===== config.mk =====
export PLATFORM = sky130hd
export DESIGN_NAME = tinycore_boot_mem
export DESIGN_NICKNAME = d
export VERILOG_FILES = /design/src/rtl/tinycore_boot_mem.sv
export SDC_FILE = /design/constraint.sdc
export NUM_CORES = 2
export LEC_CHECK = 0
export BUFFER_PORTS_ARGS = -buffer_cell sky130_fd_sc_hd__buf_2
export CAP_MARGIN = 10
export CORE_MARGIN = 1.5
export CORE_UTILIZATION = 58
export DETAILED_ROUTE_END_ITERATION = 10
export HOLD_SLACK_MARGIN = 0.08
export PLACE_DENSITY = 0.83
export RECOVER_POWER = 25
export SYNTH_ARGS = -nofsm -noshare
export SYNTH_HDL_FRONTEND = slang
export SYNTH_SLANG_ARGS = --single-unit

===== constraint.sdc =====
create_clock -name clk -period 6.1 [get_ports clk]
set_input_delay 1.22 -clock clk [delete_from_list [all_inputs] [get_ports clk]]
set_output_delay 1.22 -clock clk [all_outputs]
set_load 0.005 [all_outputs]

===== src/rtl/tinycore_boot_mem.sv =====
// Program RAM and stream boot loader for the tinycore CPU.
// Holds the core in reset while a length-prefixed program is streamed in, then serves the core bus.
module tinycore_boot_mem #(
  parameter int ADDR_SZ = 8,
  parameter int DATA_SZ = 8
) (
  input  logic               clk,
  input  logic               rst_n,
  input  logic               ld_valid,
  input  logic [DATA_SZ-1:0] ld_data,
  output logic               ld_ready,
  input  logic               reload,
  input  logic [ADDR_SZ-1:0] cpu_addr,
  input  logic [DATA_SZ-1:0] cpu_wdata,
  input  logic               cpu_we,
  output logic [DATA_SZ-1:0] cpu_rdata,
  output logic               core_rst_n,
  output logic               busy,
  output logic [DATA_SZ-1:0] io_out
);

  localparam int unsigned DEPTH = 1 << ADDR_SZ;
  localparam logic [ADDR_SZ-1:0] ADDR_ONES = '1;
  localparam logic [ADDR_SZ-1:0] ADDR_ONE  = ADDR_SZ'(1);

  typedef enum logic [1:0] {
    WAIT_LEN = 2'd0,
    LOAD     = 2'd1,
    RUN      = 2'd2
  } state_t;

  state_t state, state_nxt;

  logic [DATA_SZ-1:0] mem [DEPTH];

  logic [ADDR_SZ-1:0] len, len_nxt;
  logic [ADDR_SZ-1:0] wp, wp_nxt;
  logic [ADDR_SZ:0]   len_ext;
  logic [ADDR_SZ-1:0] len_clamped;

  logic               ld_fire;
  logic               io_hit;
  logic               ram_we;
  logic [ADDR_SZ-1:0] ram_waddr;
  logic [DATA_SZ-1:0] ram_wdata;
  logic               io_we;

  // Length word resized to ADDR_SZ+1 bits before the clamp.
  if (DATA_SZ >= ADDR_SZ + 1) begin : g_len_trunc
    assign len_ext = ld_data[ADDR_SZ:0];
  end else begin : g_len_zext
    assign len_ext = {{(ADDR_SZ + 1 - DATA_SZ){1'b0}}, ld_data};
  end

  // Clamp to 2^ADDR_SZ-1 so the io register address is never loaded.
  assign len_clamped = len_ext[ADDR_SZ] ? ADDR_ONES : len_ext[ADDR_SZ-1:0];

  assign busy     = (state != RUN);
  assign ld_ready = busy;
  assign ld_fire  = ld_valid & ld_ready;
  assign io_hit   = (cpu_addr == ADDR_ONES);

  always_comb begin
    state_nxt = state;
    len_nxt   = len;
    wp_nxt    = wp;
    unique case (state)
      WAIT_LEN: begin
        if (ld_fire) begin
          len_nxt   = len_clamped;
          wp_nxt    = '0;
          state_nxt = (len_clamped == '0) ? RUN : LOAD;
        end
      end
      LOAD: begin
        if (ld_fire) begin
          wp_nxt = wp + ADDR_ONE;
          if (wp == len - ADDR_ONE) begin
            state_nxt = RUN;
          end
        end
      end
      RUN: begin
        if (reload) begin
          state_nxt = WAIT_LEN;
        end
      end
      default: begin
        state_nxt = WAIT_LEN;
      end
    endcase
  end

  // Single RAM write port shared by the loader (LOAD) and the core (RUN).
  always_comb begin
    ram_we    = 1'b0;
    ram_waddr = wp;
    ram_wdata = ld_data;
    io_we     = 1'b0;
    if (state == LOAD) begin
      ram_we = ld_fire;
    end else if (state == RUN && cpu_we) begin
      if (io_hit) begin
        io_we = 1'b1;
      end else begin
        ram_we    = 1'b1;
        ram_waddr = cpu_addr;
        ram_wdata = cpu_wdata;
      end
    end
  end

  always_ff @(posedge clk or negedge rst_n) begin
    if (!rst_n) begin
      state      <= WAIT_LEN;
      len        <= '0;
      wp         <= '0;
      core_rst_n <= 1'b0;
      io_out     <= '0;
    end else begin
      state      <= state_nxt;
      len        <= len_nxt;
      wp         <= wp_nxt;
      core_rst_n <= (state_nxt == RUN);
      if (io_we) begin
        io_out <= cpu_wdata;
      end
    end
  end

  always_ff @(posedge clk) begin
    if (ram_we) begin
      mem[ram_waddr] <= ram_wdata;
    end
  end

  assign cpu_rdata = io_hit ? io_out : mem[cpu_addr];

endmodule


After elaboration in Yosys (flattened, before gate mapping)
Memory sizes are Yosys's and may differ from the RTL's.
Cells that the tools add are included.
{"block": "totals", "ram_bits": 2048, "reg_bits": 27, "in_bits": 29, "output_inout_bits": 19, "latch_bits": 0, "mem_count": 1, "word_cells": 47, "mem_bits_ro": 0}
{"memory": "mem", "depth": 256, "width": 8, "read_ports": 1, "rd_ports_with_merged_regs": 0, "wr": 1, "line": "34", "rtl": "logic [DATA_SZ-1:0] mem [DEPTH];"}
{"block": "op_classes", "addsub": 2, "multipliers": 0, "shift": 0, "n_reduce_logical": 6, "magnitude_cmp": 0, "bitwise_logic": 1, "n_eq_ne": 8, "muxes": 24, "n_div": 0}
{"op": "8-bit two-way mux", "n": 9}
{"op": "8-bit one-hot mux with 2 select lines", "n": 1}
{"op": "2-bit two-way mux", "n": 5}
{"op": "8-bit by 1-bit adder with 8-bit output (second input constant)", "n": 1}
{"op": "8-bit == test", "n": 1}
{"op": "8-bit == test (second input constant)", "n": 1}
{"op": "8-bit zero test", "n": 1}
{"op": "1-bit two-way mux", "n": 8}
{"op": "8-bit by 1-bit subtractor with 8-bit output (second input constant)", "n": 1}
{"op": "2-bit != test (second input constant)", "n": 3}
{"op": "2-bit one-hot mux with 3 select lines", "n": 1}
{"op": "2-bit == test (second input constant)", "n": 2}
{"op": "3-bit AND reduction", "n": 1}
{"op": "2-bit by 1-bit == test with 1-bit output (second input constant)", "n": 1}
{"op": "2-bit zero test", "n": 1}
{"op": "2-bit AND reduction", "n": 1}
{"op": "2-bit nonzero test", "n": 1}
{"op": "1-bit bitwise AND", "n": 1}
{"op": "1-bit logical AND", "n": 1}

Logic depth before layout (Yosys ltp)
{"block": "depth", "word_depth": 6, "ltp_mapped": 13, "mapped_depth_nobuf": 9}

Worst setup path after synthesis
OpenSTA, ideal clock, no wires.
{"block": "synth_path", "kind": "input-to-reg", "from": "input cpu_addr[6]", "to": "memory mem[0][0] (data pin)", "path_stages": 8, "setup_time_ns": 0.825, "n_path_buf": 3, "t_required_ns": 5.275, "path_slack_ns": -0.038, "t_arrival_ns": 5.313, "cell_sequence": "buf_2 and4_1 nand4_1 and2_1 clkbuf_1 buf_2 nand2_1 nand2_1"}
{"block": "synth_between", "elab_chain_cells": 4}
{"element": "start: declaration", "line": "13", "rtl": "input logic [ADDR_SZ-1:0] cpu_addr,"}
{"element": "8-bit == test", "line": "61", "rtl": "assign io_hit = (cpu_addr == ADDR_ONES);"}
{"element": "8-bit two-way mux", "line": "103", "rtl": "if (io_hit) begin"}
{"element": "8-bit two-way mux", "line": "102", "rtl": "end else if (state == RUN && cpu_we) begin"}
{"element": "8-bit two-way mux", "line": "100", "rtl": "if (state == LOAD) begin"}
{"element": "net ram_wdata[0]", "line": "45", "rtl": "logic [DATA_SZ-1:0] ram_wdata;"}
{"element": "end: declaration", "line": "34"}
The timed path passes the listed nets, and every way through them passes these cells.

Worst setup path in the final report
{"block": "layout_path", "from": "input cpu_addr[4]", "to": "output cpu_rdata[1]"}
{"block": "layout_between", "elab_chain_cells": 2, "elab_cells_between_ends": 3, "classes_between": "eq/ne (1); mux (1); memory (1)"}
{"element": "memory read 256 x 8 bit or 8-bit == test (tied branches)"}
{"element": "8-bit two-way mux (*)", "line": "137", "rtl": "assign cpu_rdata = io_hit ? io_out : mem[cpu_addr];"}
{"element": "end: declaration", "line": "16", "rtl": "output logic [DATA_SZ-1:0] cpu_rdata,"}
Every way passes the cells marked *; elsewhere a longest branch is shown, timed or not.

==> run summary <==
status -> complete, but fails checks
Overall Global Routing Usage -> 30.8%
Fin Setup TNS -> -0.579 ns
Worst Tran Pin Value -> 2.30 ns
CTS Sinks -> 2,075
Synth cell types -> 59
Register Area -> 62,200 µm²
Die Y -> 380 µm
Cells on Worst Hold Path -> 1
worst setup skew after layout -> 0.0445 ns
Port-buffer cells -> 47
via count -> 47,300
crit-path max FO -> 21
final critical-path required period -> 6.27 ns
period utilisation layout -> 103%
layout cell share with drive strength beyond 1 -> 20.7%
area grow syn2layout -> 12.9%
Data arrival, critical path -> 5.05 ns
Yosys warnings -> 0
Gate power share -> 7.9%
Skew-Pair Late Insertion Delay -> 0.87 ns
vias in the first global route -> 47,100
Min-Delay Endpoint -> len[7]$_DFFE_PN0P_
first-pass GRT wire length -> 321,000 µm
CTS buffer count -> 189
clock tree buffer depth -> 3
Sw Ratio -> 23.3%
top cell type by total area after synthesis -> edfxtp_1
final WL -> 223,000 µm
Multi-input gate area -> 18,500 µm²
type of the worst setup path -> input port to output port
worst endpoint required time -> 4.88 ns
largest net degree at the start of global routing -> 125
# setup viols final -> 16
Critical Path Start Type -> input port
R2R Path End -> mem[62][2]$_DFFE_PP_
worst hold path type -> flop to flop
async set-reset flop share out of synthesis -> 1.30%
Final GP Congestion -> 0.947
slowest stage delay, CP -> 0.62 ns
Avg WL per Cell -> 32.6 µm
Flop pwr share -> 52.5%
Mapped Avg Cell Area -> 18.5 µm²
r2r setup slk -> 1.34 ns
Hold Vio Cnt, Final -> 0
DP Area -> 86,800 µm²
Pwr Density -> 327 nW/µm²
CORE AREA -> 141,000 µm²
Power, Total -> 30.4 mW
Clk pwr share -> 39.6%
Seq/Total Area, Yosys -> 75.5%
Post-Place Cells -> 6,490
Nets -> 4,822
Reg clk slew, reported paths -> 0.06 ns
top cell type's share of synthesized area -> 74.7%
most common cell in the netlist -> edfxtp_1
Crit-path slowest cell -> nor4_2
most frequent CP cell -> buf_4
ANT nets after route -> 0
Max-slew headroom -> -53.2%
Worst Reg-to-Reg Cells -> 7
most used flip-flop cell after synthesis -> edfxtp_1
f_max -> 0.159 GHz
critical path capture point type -> output port
violated checks -> capacitance limit, slew limit, setup timing
FF+latch count, synth -> 2,075
Post-Layout Cell Count -> 6,843
Synth top cells by count -> edfxtp_1, mux2i_1, nor2_1, mux4_2, o221ai_1
initial antenna violation count -> 8
Starting Density -> 58.3%
Critical Path, Cell by Cell -> buf_2 > buf_4 > nor4bb_2 > buf_4 > nand2_1 > a21oi_1 > nor3_1 > nand3_1 > or4_1 > nor4_2 > buf_4 > buf_2
Worst VDD drop -> 0.000276 V
syn nets -> 4,490
DRT iter0 DRCs -> 8,105
Vias/cell -> 6.91
number of synthesized flops with an enable pin -> 2,048
DIE WIDTH -> 380 µm
fillers -> 8,611
num rows -> 138
Leak -> 30.5 nW
max-slew violation count -> 521
Post-CTS Setup Bufs -> 0
cells after synthesis -> 4,459
# IOs -> 48
max-cap violation count -> 7
Post-DP HPWL -> 133,000 µm
Hold Startpoint -> len[7]$_DFFE_PN0P_
drt drc -> 0
Hold WS -> 0.537 ns
internal power -> 23.3 mW
design area -> 93,000 µm²
die footprint -> 144,000 µm²
Root Driver -> clkbuf_16
Switching Power -> 7.08 mW
synthesized cell area -> 82,400 µm²
crit path setup slack, layout -> -0.173 ns
Reg2Reg Launch Point -> state[0]$_DFF_PN0_
grt total ovfl -> 0
top post-synthesis cells by area -> edfxtp_1, mux4_2, mux2i_1
CTS tree -> yes
CTS H-tree lvls -> 4
DR pass1 iterations -> 8
==> metal layers <==
metal  GRT usage, %  wire length [µm]  part of all wire (%)  vias up
met5              0                74                 0.033        -
met4           19.2             16700                   7.5       12
met3           8.62             30300                    14      912
met2           47.2            103000                    46     3945
met1           39.1             73800                    33    23500
li1               -                 -                     -    18900
==> flip-flops by register name (all words and copies together), names as in the netlist <==
signal	cells
core_rst_n	1
len	8
mem	2048
io_out	8
wp	8
state	2
==> metrics by stage <==
step / utilization [%] / setup slack [ns]
3_3_place_gp: 61.5 / -0.144
5_1_grt: 65.8 / -0.0965
2_1_floorplan: - / 1.53
6_report: 65.8 / -0.173
3_5_place_dp: 61.5 / -0.155
4_1_cts: 65.9 / 0.0211
==> power by group through the flow <==
stage	Combinational [mW]	Clock, mW	Sequential [mW]
after floorplan	1.37	0	16.2
after global placement	2.22	0	16.2
after detailed placement	2.29	0	16.3
after CTS	2.32	12.0	16.0
after global routing	2.45	12.5	16.0
final	2.39	12.0	16.0
==> timing repair <==
item                                    4_1_cts  5_1_grt
gates cloned                                  0        0
gates resized for setup                       2        4
endpoints found under the setup margin        2        4
hold buffers                                  0        0
==> cells in the final DEF, fill, tap and decap left out, types with 13 or more instances in the layout <==
master and count:
clkinv_1 40, edfxtp_1 2048, nor3_1 83, buf_2 42, a21oi_1 146, nand3_1 35
a211oi_1 16, buf_12 41, nand2b_1 13, bufinv_16 22, mux2_2 56, nor2_1 340
o22ai_1 117, dfrtp_1 27, nand2_1 124, nor4_1 30, nor2b_1 17, mux4_2 265
clkinv_2 35, clkbuf_16 190, buf_4 315, clkbuf_1 58, o221ai_1 183, o21ai_0 66
mux2i_1 451
==> critical path, delay by kind of cell <==
kind	cells	cell delay [ns]
AOI/OAI and AO/OA	1	0.21
buffers and inverters	5	1.40
and+or+nand+nor	6	2.18
==> worst max path at each step <==
stage	start	to	slack (ns)	cells past startpoint
floorplan	cpu_addr[6]	mem[0][0]$_DFFE_PP_	1.53	7
global placement	cpu_addr[2]	cpu_rdata[3]	-0.14	11
detailed placement	cpu_addr[2]	cpu_rdata[3]	-0.15	11
CTS	cpu_addr[0]	cpu_rdata[7]	0.02	12
global route	cpu_addr[2]	cpu_rdata[4]	-0.1	11
finish	cpu_addr[4]	cpu_rdata[1]	-0.17	12
==> cells by family (layout without fill, tap and decap cells) <==
logic type / Yosys count / in the layout / synth area share (%)
AND/OR/NAND/NOR: 694 / 694 / 3.69
multiplexers: 772 / 772 / 13.5
AO/OA/AOI/OAI: 607 / 607 / 5.08
other: 0 / 5 / 0
buffers and inverters: 299 / 788 / 2.11
adder cells (fa/ha/maj): 2 / 2 / 0.0304
flip-flops: 2075 / 2075 / 75.5
XOR/XNOR: 10 / 10 / 0.106
==> layout make-up <==
class                      count  area share, %
clock buffer                 226           5.28
clock inverter               122           1.46
multi-input combinational   2085           19.9
antenna                        5         0.0135
sequential                  2075           66.9
inverter                      12         0.0538
timing repair buffer         428           3.81
tap                         1890           2.54
Note: power is estimated with default switching activity, not from simulation.
